**config.mk**
```make
export PLATFORM = sky130hd
export DESIGN_NAME = midori_sbox_seq
export DESIGN_NICKNAME = d
export VERILOG_FILES = /design/src/rtl/midori_sbox_seq_pkg.sv /design/src/rtl/midori_rnd_pipe.sv /design/src/rtl/midori_sbox_seq.sv
export SDC_FILE = /design/constraint.sdc
export NUM_CORES = 1
export LEC_CHECK = 0
export ABC_CLOCK_PERIOD_IN_PS = 1400
export BUFFER_PORTS_ARGS = -buffer_cell sky130_fd_sc_hd__buf_4
export CELL_PAD_IN_SITES_DETAIL_PLACEMENT = 0
export CELL_PAD_IN_SITES_GLOBAL_PLACEMENT = 1
export CORE_AREA = 3 3 100 102
export DETAILED_ROUTE_END_ITERATION = 12
export DIE_AREA = 0 0 103 105
export GPL_TIMING_DRIVEN = 0
export PLACE_DENSITY = 0.74
export SYNTH_ARGS = -nofsm -noshare
export SYNTH_HDL_FRONTEND = slang
export SYNTH_SLANG_ARGS = --single-unit
```
**constraint.sdc**
```tcl
create_clock -name clk -period 1.4 [get_ports clk]
set_clock_uncertainty 0.1 [all_clocks]
set_input_delay 0.21 -clock clk [delete_from_list [all_inputs] [get_ports clk]]
set_output_delay 0.21 -clock clk [all_outputs]
set_load 0.02 [all_outputs]
```
**src/rtl/midori_sbox_seq_pkg.sv**
```systemverilog
// Shared types and defaults for the masked Midori S-box layer sequencer.
// Holds the controller state encoding and the layout of the per-call PRNG word.
package midori_sbox_seq_pkg;

    localparam int NUM_NIB_DEF = 16;
    localparam int RND_W_DEF   = 24;
    localparam int STAGES_DEF  = 3;
    localparam int IDX_W       = 4;
    localparam int FIELD_W     = 6;

    // Bit offsets of the 6-bit refresh masks inside rnd_data.
    localparam int R1_OFF = 0;
    localparam int R2_OFF = 6;
    localparam int R3_OFF = 12;
    localparam int RS_OFF = 18;

    typedef enum logic [1:0] {
        ST_IDLE  = 2'd0,
        ST_RUN   = 2'd1,
        ST_DRAIN = 2'd2,
        ST_DONE  = 2'd3
    } state_e;

    function automatic logic [FIELD_W-1:0] rnd_field(input logic [RND_W_DEF-1:0] word,
                                                     input int off);
        return word[off +: FIELD_W];
    endfunction

endpackage

```
**src/rtl/midori_rnd_pipe.sv**
```systemverilog
// Token shift chain: valid bit, nibble index and bound randomness per stage.
// Bubbles load zero so no stale PRNG word survives in any stage.
module midori_rnd_pipe
    import midori_sbox_seq_pkg::*;
#(
    parameter int STAGES = STAGES_DEF,
    parameter int RND_W  = RND_W_DEF
) (
    input  logic                          clk,
    input  logic                          rst,
    input  logic                          fire_i,
    input  logic [IDX_W-1:0]              idx_i,
    input  logic [RND_W-1:0]              rnd_i,
    output logic [STAGES-1:0]             vld_o,
    output logic [IDX_W-1:0]              idx_o,
    output logic [STAGES-1:0][RND_W-1:0]  rnd_o
);

    logic [STAGES-1:0]             vld_q;
    logic [STAGES-1:0][IDX_W-1:0]  idx_q;
    logic [STAGES-1:0][RND_W-1:0]  rnd_q;

    // Advance every stage each cycle; there is no back-pressure.
    always_ff @(posedge clk) begin
        if (rst) begin
            vld_q <= '0;
            idx_q <= '0;
            rnd_q <= '0;
        end else begin
            vld_q    <= {vld_q[STAGES-2:0], fire_i};
            idx_q[0] <= fire_i ? idx_i : {IDX_W{1'b0}};
            rnd_q[0] <= fire_i ? rnd_i : {RND_W{1'b0}};
            for (int k = 1; k < STAGES; k++) begin
                idx_q[k] <= idx_q[k-1];
                rnd_q[k] <= rnd_q[k-1];
            end
        end
    end

    assign vld_o = vld_q;
    assign idx_o = idx_q[STAGES-1];
    assign rnd_o = rnd_q;

endmodule

```
**src/rtl/midori_sbox_seq.sv**
```systemverilog
// Sequencer for one masked S-box layer: issues NUM_NIB nibbles, one per PRNG word,
// into a STAGES-deep pipeline and reports each result as it leaves the last stage.
module midori_sbox_seq
    import midori_sbox_seq_pkg::*;
#(
    parameter int NUM_NIB = NUM_NIB_DEF,
    parameter int RND_W   = RND_W_DEF,
    parameter int STAGES  = STAGES_DEF
) (
    input  logic              clk,
    input  logic              rst,
    input  logic              start,
    input  logic              rnd_valid,
    input  logic [RND_W-1:0]  rnd_data,
    output logic              rnd_ready,
    output logic [3:0]        issue_idx,
    output logic [STAGES-1:0] stage_en,
    output logic [RND_W-1:0]  rnd_st1,
    output logic [RND_W-1:0]  rnd_st2,
    output logic [RND_W-1:0]  rnd_st3,
    output logic              wr_en,
    output logic [3:0]        wr_idx,
    output logic              busy,
    output logic              done
);

    localparam logic [3:0] LAST_IDX = 4'(NUM_NIB - 1);

    state_e                       state_q, state_d;
    logic [3:0]                   cnt_q, cnt_d;
    logic                         busy_q, done_q;
    logic                         fire;
    logic [STAGES-1:0]            vld;
    logic [3:0]                   idx_last;
    logic [STAGES-1:0][RND_W-1:0] rnd_pipe;

    assign rnd_ready = (state_q == ST_RUN);
    assign fire      = rnd_valid & rnd_ready;

    midori_rnd_pipe #(
        .STAGES (STAGES),
        .RND_W  (RND_W)
    ) u_pipe (
        .clk    (clk),
        .rst    (rst),
        .fire_i (fire),
        .idx_i  (cnt_q),
        .rnd_i  (rnd_data),
        .vld_o  (vld),
        .idx_o  (idx_last),
        .rnd_o  (rnd_pipe)
    );

    // Next-state and issue-counter logic; the counter holds on the final issue.
    always_comb begin
        state_d = state_q;
        cnt_d   = cnt_q;
        case (state_q)
            ST_IDLE: begin
                if (start) state_d = ST_RUN;
                else       state_d = ST_IDLE;
            end
            ST_RUN: begin
                if (fire) begin
                    if (cnt_q == LAST_IDX) state_d = ST_DRAIN;
                    else                   cnt_d   = cnt_q + 4'd1;
                end else begin
                    state_d = ST_RUN;
                end
            end
            ST_DRAIN: begin
                if (vld == '0) state_d = ST_DONE;
                else           state_d = ST_DRAIN;
            end
            ST_DONE: begin
                state_d = ST_IDLE;
                cnt_d   = 4'd0;
            end
            default: begin
                state_d = ST_IDLE;
                cnt_d   = 4'd0;
            end
        endcase
    end

    // State, counter and registered status flags.
    always_ff @(posedge clk) begin
        if (rst) begin
            state_q <= ST_IDLE;
            cnt_q   <= 4'd0;
            busy_q  <= 1'b0;
            done_q  <= 1'b0;
        end else begin
            state_q <= state_d;
            cnt_q   <= cnt_d;
            busy_q  <= (state_d != ST_IDLE);
            done_q  <= (state_d == ST_DONE);
        end
    end

    assign issue_idx = cnt_q;
    assign stage_en  = vld;
    assign rnd_st1   = rnd_pipe[0];
    assign rnd_st2   = rnd_pipe[1];
    assign rnd_st3   = rnd_pipe[STAGES-1];
    assign wr_en     = vld[STAGES-1];
    assign wr_idx    = idx_last;
    assign busy      = busy_q;
    assign done      = done_q;

endmodule

```
; ---- Word level (Yosys, flattened, before mapping)
; Index checks and enable logic that the tools add are counted.
[word_totals]
reg_bits = 95
in_bits = 28
out_inout_bits = 87
[classes]
add_sub_neg = 1
n_eq_ne = 7
n_mux = 8
n_bitwise = 2
n_reduce_logical = 6
[ops]
columns = op, count
row1 = 2-to-1 mux 4 bit, 2
row2 = one-hot mux 2 bit (4 select lines), 1
row3 = one-hot mux 4 bit (2 select lines), 1
row4 = equality test 2 bit (second input constant), 3
row5 = adder 4 x 1 -> 4 bit (second input constant), 1
row6 = equality test 4 bit (second input constant), 1
row7 = 2-to-1 mux 2 bit, 2
row8 = nonzero test 2 bit, 2
row9 = zero test 3 bit, 1
row10 = AND reduction 3 bit, 1
row11 = equality test 2 x 1 -> 1 bit (second input constant), 1
row12 = zero test 2 bit, 1
row13 = 2-to-1 mux 1 bit, 2
row14 = inequality test 2 x 1 -> 1 bit (second input constant), 1
row15 = inequality test 2 bit (second input constant), 1
row16 = OR reduction 2 bit, 1
row17 = bitwise AND 1 bit, 1
row18 = NOT 1 bit, 1

; ---- Depth between registers and ports, before layout
[depth]
word_depth = 5
ltp_mapped = 5
depth_no_buf = 4

; ---- Modules after synthesis
; From an unflattened synthesis, not the netlist that was laid out.
[hier_totals]
cells_unflattened = 232
area_unflattened_um2 = 2837.7
[modules_own_cells]
columns = mod, n_inst, cells_each, area_each_um2
row1 = midori_rnd_pipe, 1, 190, 2459.9
row2 = midori_sbox_seq, 1, 42, 377.9

; ---- Least setup slack after synthesis
; OpenSTA, ideal clock, no wires.
[synth_path]
path_type = register to register
start = register cnt_q[0] (netlist: issue_idx[0])
end = register state_q[1]
setup_ns = 0.071
arrival_time_ns = 1.291
path_slack_ns = -0.061
stages_incl_launch_ff = 5
n_path_buf = 0
path_cell_list = dfxtp_1 ha_1 nand3_1 or3_1 a21oi_1
[synth_between]
elab_chain_cells = 4
[synth_lines]
columns = element, line_no
row1 = start: declaration, midori_sbox_seq.sv:30  ; logic [3:0] cnt_q, cnt_d;
row2 = start signal: assignment, midori_sbox_seq.sv:95  ; cnt_q <= cnt_d;
row3 = equality test 4 bit, midori_sbox_seq.sv:65  ; if (cnt_q == LAST_IDX) state_d = ST_DRAIN;
row4 = 2-to-1 mux 2 bit, midori_sbox_seq.sv:65
row5 = 2-to-1 mux 2 bit, midori_sbox_seq.sv:64  ; if (fire) begin
row6 = one-hot mux 2 bit (4 select lines), midori_sbox_seq.sv:58  ; case (state_q)
row7 = end signal: assignment, midori_sbox_seq.sv:94  ; state_q <= state_d;
row8 = end: declaration, midori_sbox_seq.sv:29  ; state_e state_q, state_d;
; Every way passes these cells.
; A chain may end at the register's enable or synchronous reset.

; ---- Worst setup path after layout
[layout_path]
start = register state_q[0]
end = output rnd_ready
[layout_between]
elab_chain_cells = 1
[layout_lines]
columns = element, line_no
row1 = equality test 2 x 1 -> 1 bit, midori_sbox_seq.sv:37  ; assign rnd_ready = (state_q == ST_RUN);
row2 = end: declaration, midori_sbox_seq.sv:15  ; output logic rnd_ready,
; Every way passes these cells.

==> run metrics <==
outcome completed; count of filler cells inserted in the layout 893; leading register cell type out of synthesis dfxtp_1; cell breakdown of the critical path nor2b_2 -> buf_4; endpoint type of the worst setup path output pin; kind of cell with the highest combined delay on the critical path flip-flops; synthesized-area fraction occupied by and/or/nand/nor cells 23.89%; WL per Instance 12.28 um; clock net sink count 95; worst reg-to-reg setup slack 0.07 ns; area share of the largest cell type after synthesis 69.57%; transition time at the pin with the least slew margin 0.5084 ns; multiplexer area fraction after synthesis 0%; fraction of final layout cells sized beyond drive strength 1 38.64%; post-synthesis instance area 2734 sq um; most numerous cell in the Yosys netlist dfxtp_1; Post-Syn Instances 229; total iterations of the first detailed-routing run 4; DRC 0; Post-Synth XOR/XNOR Area 0%; Final Power 0.004910 W; worst min-delay path category in2reg; clk buf depth 2; clock latency reported for the late side of the worst-skew pair 0.35 ns; Final Hold Fails 0; Critical Path Source Type flip-flop; detailed router's first-iteration violation count 29; number of I/O port buffers 113; share of the yosys chip area belonging to registers 69.57%; initial antenna violation count 0; arrival time at the worst endpoint 1.04 ns; standard cell core area 9196 sq um; endpoint of the worst register-to-register path issue_idx[0]$_SDFFE_PP0P_; cell with the largest stage delay on the worst path dfxtp_4; estimated wirelength of the detail-placed design 4386 um; GP Congestion 0.6844; number of primary I/O pins 115; Post-synth top cells 95 x dfxtp_1, 60 x nor2b_1, 29 x and2_1, 6 x buf_4, 6 x clkbuf_1; worst ir drop on vdd 0.0004771 V; Crit path depth 2; drt via density 4.018; floorplan row count 35; adder-cell share of the synthesized area 0.4577%; Total Nets Final 407; main combinational cell family by area after synthesis simple AND/OR/NAND/NOR gates; die span in x 103 um; launch point of the worst reg-to-reg path issue_idx[0]$_SDFFE_PP0P_; fmax 738.1 MHz; final setup fails 0; average footprint of a synthesized cell 11.94 sq um; final setup slack of the worst path 0.04512 ns; Post-DRT Antenna Nets 0; aggregate global-route resource usage 11.41%; Clock H-tree levels 3; Critical Path Start state_q[0]$_SDFF_PP0_; shortest clock period the worst path allows after layout 1.355 ns; area of the multi-input gates 763.2 sq um; area of the die 10820 sq um; layout overhead on the synthesized area 54.05%; clock buffers created by TritonCTS 9; Root Driver clkbuf_8; Fin Setup TNS 0 ns; Synth warnings 0; Synth Net Count 258; Die Height 105 um; register area 1912 sq um; cell depth of the worst flop-to-flop path 4; crit-path max cell delay 0.38 ns; pin count of the biggest net entering global routing 17; main area contributors after synthesis dfxtp_1 70%, nor2b_1 14%, and2_1 6.6%, buf_4 1.6%, clkbuf_1 0.82%; Leak Pwr 1.913 nW; fraction of the cycle the final worst path needs 96.78%; number of enable-type register cells in the synthesized netlist 0; cell accounting for the most synthesized area dfxtp_1; synthesized flop and latch total 95; share of flip-flops with an asynchronous set or reset after synthesis 0%; post-CTS setup buffers 0; Rel. slew slack 66.11%; max-capacitance violation count 0; critical path class reg2out; minimum setup slack after placement -0.01175 ns; global-route congestion overflow total 0; first-pass GRT wire length 9418 um; Max Fanout on Critical Path 7; final max-slew violation count 0; summed area of non-filler cells in the final layout 4212 sq um; area after detailed placement 3724 sq um; critical path capture point rnd_ready; Power Dens Cells 1166 nW/um^2; sum of routed wire length over all layers 6066 um; buffers and inverters on the worst path 1; initial cell density of the core 29.73%; TritonCTS clock tree built; vias post-DR 1985; Critical Path RT 1.09 ns; vias in the first global route 1982; clock-pin slew on the worst setup and hold paths 0.08 ns; antenna fix cells 0; Synth Area in Compound Gates 2.700%; Unique masters post-synth 26
==> metal layers <==
layer / up-vias / share of wire [%] / track usage [%]
met2: 71 / 51 / 19.84
met5: - / 0 / 0
met4: 0 / 1.8 / 4.718
met3: 10 / 7.3 / 4.005
li1: 1016 / - / -
met1: 888 / 40 / 12.31
==> cells by family after synthesis <==
family | count (synthesis)
flops | 95
fa+ha+maj | 1
simple gates | 105
buf+inv | 16
compound gates | 12
==> how the worst min path moves through the flow <==
stage                             from                          end  slack (ns)  cells after the start
final                              rst  u_pipe.rnd_o[68]$_SDFF_PP0_        0.06                      2
after floorplan                  start              busy$_SDFF_PP0_        0.23                      2
after global routing               rst  u_pipe.rnd_o[68]$_SDFF_PP0_        0.07                      2
after detailed placement  rnd_data[15]  u_pipe.rnd_o[15]$_SDFF_PP0_        0.31                      2
after global placement    rnd_data[21]  u_pipe.rnd_o[21]$_SDFF_PP0_        0.31                      2
after CTS                          rst  u_pipe.rnd_o[68]$_SDFF_PP0_        0.06                      2
==> cell type report <==
type                       count  area share [%]
clock buffer                  11           3.357
timing repair buffer         138           26.08
sequential                    95           45.40
buffer                        15           2.109
tap                          111           3.298
multi-input combinational    118           18.12
clock inverter                 5           1.545
inverter                       1         0.08913
==> metrics by stage <==
stage | util [%] | instances | hold WS [ns]
floorplan | - | 229 | 0.2295
global placement | 40.49 | 453 | 0.3124
detailed placement | 40.49 | 453 | 0.3141
CTS | 45.50 | 494 | 0.06275
global route | 45.80 | 494 | 0.07038
finish | 45.80 | 494 | 0.05565
==> report_power, final <==
group          leakage [nW]  total (W)  internal [W]  switching [W]
logic                  1.04   0.000321      0.000176       0.000145
registers             0.770    0.00276       0.00274      0.0000239
clock network         0.105    0.00183      0.000895       0.000932
total                  1.91    0.00491       0.00381        0.00110
==> registers in the layout, indices dropped and copies added, names as in the netlist <==
| register | flops |
|---|---|
| issue_idx | 4 |
| state_q | 2 |
| u_pipe.vld_o | 3 |
| u_pipe.idx_q | 8 |
| done | 1 |
| u_pipe.rnd_o | 72 |
| u_pipe.idx_o | 4 |
| busy | 1 |
==> timing repair <==
item	4_1_cts	5_1_grt
endpoints found under the hold margin	25	0
resized for setup	2	7
pin swaps	0	1
endpoints found under the setup margin	2	3
hold buffers	25	0
==> placed cells by master, fill, tap and decap left out, types with 3 or more instances in the layout <==
cell | synthesis | routed
clkbuf_8 | 0 | 10
dfxtp_1 | 95 | 91
clkbuf_1 | 6 | 7
nand3_1 | 3 | 3
nor2b_1 | 60 | 59
or3_1 | 3 | 3
dlygate4sd3_1 | 0 | 25
nor3_1 | 3 | 3
and2_1 | 29 | 29
o21ai_0 | 3 | 3
a21oi_1 | 4 | 3
buf_4 | 6 | 119
Power figures use the tool's default switching activity.
